--- config.mk ---
export PLATFORM = sky130hd
export DESIGN_NAME = div_iter
export DESIGN_NICKNAME = d
export VERILOG_FILES = /design/src/rtl/cpuDefine_pkg.sv /design/src/rtl/div_iter.sv
export SDC_FILE = /design/constraint.sdc
export NUM_CORES = 1
export LEC_CHECK = 0
export ABC_AREA = 0
export BUFFER_PORTS_ARGS = -buffer_cell sky130_fd_sc_hd__buf_2
export CAP_MARGIN = 20
export CORE_ASPECT_RATIO = 1.75
export CORE_UTILIZATION = 46
export CTS_BUF_LIST = sky130_fd_sc_hd__clkbuf_8
export DETAILED_ROUTE_END_ITERATION = 12
export MAX_ROUTING_LAYER = met4
export PLACE_DENSITY = 0.65
export SETUP_SLACK_MARGIN = 0.3
export SLEW_MARGIN = 25
export SYNTH_ARGS = -nofsm -noshare
export SYNTH_HDL_FRONTEND = slang
export SYNTH_SLANG_ARGS = --single-unit
--- constraint.sdc ---
create_clock -name clk -period 6.85 [get_ports clk]
set_clock_uncertainty 0.05 [all_clocks]
set_input_delay 0.685 -clock clk [delete_from_list [all_inputs] [get_ports clk]]
set_output_delay 0.685 -clock clk [all_outputs]
set_load 0.005 [all_outputs]
--- src/rtl/cpuDefine_pkg.sv ---
// Shared CPU datapath types and the iterative divider's state encoding.
package cpuDefine;

  localparam int XLEN       = 32;
  localparam int DIV_CYCLES = XLEN + 1;

  typedef logic [XLEN-1:0] DType;

  typedef enum logic [1:0] {
    IDLE = 2'd0,
    BUSY = 2'd1,
    DONE = 2'd2
  } DivState;

endpackage

--- src/rtl/div_iter.sv ---
// Multi-cycle restoring radix-2 divider answering the ALU's en/complete divide handshake.
// Handshake: the ALU holds en high with stable operands; complete pulses for one cycle with results valid.
module div_iter
  import cpuDefine::*;
#(
  parameter int WIDTH = XLEN
) (
  input  logic             clk,
  input  logic             reset,
  input  logic             en,
  input  logic             is_signed,
  input  logic [WIDTH-1:0] dividend,
  input  logic [WIDTH-1:0] divisor,
  output logic [WIDTH-1:0] quotient,
  output logic [WIDTH-1:0] remainder,
  output logic             complete,
  output DivState          dbg_state
);

  localparam int CW = $clog2(WIDTH);

  DivState          state_q, state_d;
  logic [CW-1:0]    cnt_q, cnt_d;
  logic [WIDTH-1:0] rem_q, rem_d;
  logic [WIDTH-1:0] quo_q, quo_d;
  logic [WIDTH-1:0] dvs_q, dvs_d;
  logic             qneg_q, qneg_d;
  logic             rneg_q, rneg_d;
  logic             dz_q, dz_d;
  logic [WIDTH-1:0] quot_q, quot_d;
  logic [WIDTH-1:0] remr_q, remr_d;

  logic [WIDTH:0]   shifted;
  logic             ge;
  logic [WIDTH-1:0] step_rem;
  logic [WIDTH-1:0] step_quo;

  // Partial remainder stays below the divisor, so the low WIDTH bits of the difference are exact.
  always_comb begin
    shifted  = {rem_q, quo_q[WIDTH-1]};
    ge       = (shifted >= {1'b0, dvs_q});
    step_rem = ge ? (shifted[WIDTH-1:0] - dvs_q) : shifted[WIDTH-1:0];
    step_quo = {quo_q[WIDTH-2:0], ge};
  end

  always_comb begin
    state_d = state_q;
    cnt_d   = cnt_q;
    rem_d   = rem_q;
    quo_d   = quo_q;
    dvs_d   = dvs_q;
    qneg_d  = qneg_q;
    rneg_d  = rneg_q;
    dz_d    = dz_q;
    quot_d  = quot_q;
    remr_d  = remr_q;
    case (state_q)
      IDLE: begin
        if (en) begin
          quo_d   = (is_signed && dividend[WIDTH-1]) ? (~dividend + 1'b1) : dividend;
          dvs_d   = (is_signed && divisor[WIDTH-1])  ? (~divisor + 1'b1)  : divisor;
          qneg_d  = is_signed && (dividend[WIDTH-1] ^ divisor[WIDTH-1]);
          rneg_d  = is_signed && dividend[WIDTH-1];
          dz_d    = (divisor == '0);
          rem_d   = '0;
          cnt_d   = CW'(WIDTH - 1);
          state_d = BUSY;
        end
      end
      BUSY: begin
        if (!en) begin
          state_d = IDLE;
        end else begin
          rem_d = step_rem;
          quo_d = step_quo;
          if (cnt_q == '0) begin
            // Zero divisor: the remainder path naturally rebuilds the original dividend.
            quot_d  = dz_q ? '1 : (qneg_q ? (~step_quo + 1'b1) : step_quo);
            remr_d  = rneg_q ? (~step_rem + 1'b1) : step_rem;
            state_d = DONE;
          end else begin
            cnt_d = cnt_q - 1'b1;
          end
        end
      end
      DONE:    state_d = IDLE;
      default: state_d = IDLE;
    endcase
  end

  always_ff @(posedge clk) begin
    if (reset) begin
      state_q <= IDLE;
      cnt_q   <= '0;
      rem_q   <= '0;
      quo_q   <= '0;
      dvs_q   <= '0;
      qneg_q  <= 1'b0;
      rneg_q  <= 1'b0;
      dz_q    <= 1'b0;
      quot_q  <= '0;
      remr_q  <= '0;
    end else begin
      state_q <= state_d;
      cnt_q   <= cnt_d;
      rem_q   <= rem_d;
      quo_q   <= quo_d;
      dvs_q   <= dvs_d;
      qneg_q  <= qneg_d;
      rneg_q  <= rneg_d;
      dz_q    <= dz_d;
      quot_q  <= quot_d;
      remr_q  <= remr_d;
    end
  end

  assign quotient  = quot_q;
  assign remainder = remr_q;
  assign complete  = (state_q == DONE);
  assign dbg_state = state_q;

endmodule
==> run summary <==
status: complete, no violations
Hold Vio Cnt, Final: 0
first-pass GRT wire length: 60,900 µm
postcts setup bufs: 0
drt first pass iters: 5
Async SR Flop Fraction: 0%
HP Class: in2reg
die width: 122 µm
routability cong.: 0.983
post-CTS sizing: 0
share of cells above drive strength 1: 12.7%
height of the die: 213 µm
syn avg cell area: 7.42 µm²
CTS Buf Count: 17
PD cells: 194 mW/mm²
Yosys cell types: 81
startpoint types: register
worst endpoint required time: 7230 ps
met1 usage: 31.1%
Setup TNS: 0 ps
fmax: 0.200 GHz
CTS Hold Buffers Added: 0
core area: 0.0248 mm²
FF/Latch Area: 0.00340 mm²
DR iter-0 viols: 670
Lkg Pwr: 5.02 nW
Post-synth EDFFs: 0
crit-path leading delay family: simple AND/OR/NAND/NOR gates
CTS Sinks: 170
vias in the first global route: 11,300
post-DR wirelength/cell: 20.2 µm
Area contributors post-synth: dfxtp_1 29%, nor2_1 6.6%, xnor2_1 5.8%
Final setup viols: 0
HPWL Detailed: 30,000 µm
antenna violations before repair: 0
WP buf/inv: 0
placement row count: 76
Fillers: 2,512
residual DRC count: 0
Via density: 6.06
RSZ-0062 raised after global routing: no
GRT met3 Usage: 4.57%
Initial Util: 47.1%
Post-synth top cells: 205 x nor2_1, 170 x dfxtp_1, 154 x nand2_1
largest family of logic cells by synthesized area: compound AO/OA/AOI/OAI gates
Tot GR Track Use: 31.9%
crit path cell chain: ha_1 -> nand4_1 -> or4_4 -> o21a_1 -> o2111a_4 -> nand2_4 -> mux2i_1 -> ha_1 -> nand2_1 -> nor3_1 -> a41o_1 -> nand4_4 -> or4b_1 -> nand2_1 -> xnor2_1 -> a211oi_2
H-tree depth: 4
post-route ant nets: 0
worst slew pin tran: 1100 ps
Slew headroom: 26.4%
most frequent cell after synthesis: nor2_1
die area: 0.0261 mm²
via count: 11,900
Overflow after GRT: 0
worst setup path class: reg2reg
Max Cap Violations: 0
complex-gate fraction of the synthesized area: 25.4%
mux contribution to synthesized area: 1.80%
CP max FO: 42
Mapped Area: 0.0117 mm²
Area Growth Syn to Fin: 10.7%
clock-pin slew on the worst setup and hold paths: 100 ps
clk_lat worst skew: 510 ps
largest net degree at the start of global routing: 67
Synth Area in Adders: 4.24%
multi-input logic area: 0.00759 mm²
Synth Flop Type: dfxtp_1
# port buffers: 134
DRT Wirelength: 39,600 µm
Total Nets Final: 1,745
sequential area share after synthesis: 29.1%
IO Count: 135
Max IR drop VDD: 119 µV
Synth top area share: 29.1%
dpl ws: 1910 ps
clock tree buffer depth: 2
simple-gate share of the synthesized area: 23.3%
CTS tree: done
Synth Instances: 1,574
CP max stage delay: 590 ps
GRT met2 Usage: 58.1%
Synth Register Bits: 170
post-synthesis xor/xnor area fraction: 10.0%
final period utilization: 73.0%
syn nets: 1,681
Crit-path slowest cell: or4b_1
Slew Viols, Final: 0
min cycle time layout: 5000 ps
GRT Max-Usage Layer: met2
Arrival @ worst endpoint: 5380 ps
leading area contributor after synthesis: dfxtp_1
CTS Root Cell: clkbuf_8
ANT cells: 0
final worst slack: 1850 ps
Crit. End Element: register
Ys Warns: 0
-- layout by cell type (no fill, tap or decap), types with 4 or more instances in the layout --
master and count:
and3_1 8, a221oi_1 32, buf_2 133, o21ai_0 83, xor2_1 56, o22ai_1 16
clkbuf_8 18, nand3_1 24, a31oi_1 10, nand4b_1 5, buf_4 12, bufinv_16 5
nor2_1 203, mux2_2 5, a311oi_1 8, a22oi_1 16, xnor2_1 78, inv_1 82
a21o_1 7, o211ai_1 6, nor3_1 57, ha_1 38, o21a_1 11, a211oi_1 44
nor4_1 19, a21oi_1 134, nor2b_1 12, mux2i_1 14, o41ai_1 14, o31ai_1 20
a21boi_0 4, nand2_1 154, nand4_1 19, or3_1 23, nand2b_1 12, and2_1 10
dfxtp_1 169, or4_1 10
-- sequential cells by signal, indices dropped and copies added, names as in the netlist --
name and flops:
qneg_q 1, quo_q 32, dz_q 1, cnt_q 5
rem_q 32, quotient 32, dvs_q 32, remainder 32
dbg_state 2, rneg_q 1
-- area by class of cell --
| type | count | area share, % |
|---|---|---|
| timing repair buffer | 145 | 5.84 |
| multi-input combinational | 1221 | 58.7 |
| clock inverter | 14 | 1.80 |
| sequential | 170 | 26.3 |
| tap | 312 | 3.02 |
| inverter | 83 | 2.41 |
| clock buffer | 18 | 1.92 |
-- power by group --
group / internal, mW / switching (mW)
clock: 0.454 / 0.419
combinational: 0.196 / 0.371
sequential: 1.03 / 0.0356
total: 1.68 / 0.826
-- path summary, 6_finish.rpt --
path	start	end	slack, ps	depth (start not counted)
worst max-delay path	rem_q[18]$_SDFFE_PP0P_	remainder[26]$_SDFFE_PP0P_	1850	16
worst max register to register	rem_q[18]$_SDFFE_PP0P_	remainder[26]$_SDFFE_PP0P_	1850	16
worst min register to register	remainder[3]$_SDFFE_PP0P_	remainder[3]$_SDFFE_PP0P_	410	2
worst min-delay path	divisor[0]	dvs_q[0]$_SDFFE_PP0P_	400	3
-- per-stage QoR --
step	power (mW)	cells	cell area [µm²]	util, %	hold WS [ps]
final	2.50	1963	12900	52.1	398
after global routing	2.61	1963	12900	52.1	381
after CTS	2.51	1963	12900	52.1	366
after detailed placement	1.64	1931	12400	50.2	396
after global placement	1.64	1931	12400	50.2	388
after floorplan	1.47	1574	11700	-	382
-- cells by family (layout without fill, tap and decap cells) --
family / count (synthesis) / in the layout
simple gates: 580 / 580
compound gates: 448 / 448
buf+inv: 183 / 260
flops: 170 / 170
xor+xnor: 134 / 134
fa+ha+maj: 39 / 39
mux: 20 / 20
-- layer usage --
| metal | routed length (µm) | part of all wire [%] | up-vias |
|---|---|---|---|
| li1 | - | - | 5748 |
| met1 | 14300 | 36 | 5618 |
| met2 | 21200 | 54 | 396 |
| met3 | 1550 | 3.9 | 138 |
| met4 | 2540 | 6.4 | 0 |
| met5 | 0 | 0 | - |
-- worst register-to-register path: stages (launching register included) --
cell and delay [ps]:
dfxtp_1 370, ha_1 540, nand4_1 320, or4_4 520, o21a_1 230, o2111a_4 170, nand2_4 430, mux2i_1 360
ha_1 280, nand2_1 70, nor3_1 210, a41o_1 230, nand4_4 180, or4b_1 590, nand2_1 100, xnor2_1 80
a211oi_2 210
No activity file was read; power rests on OpenSTA's default activity.
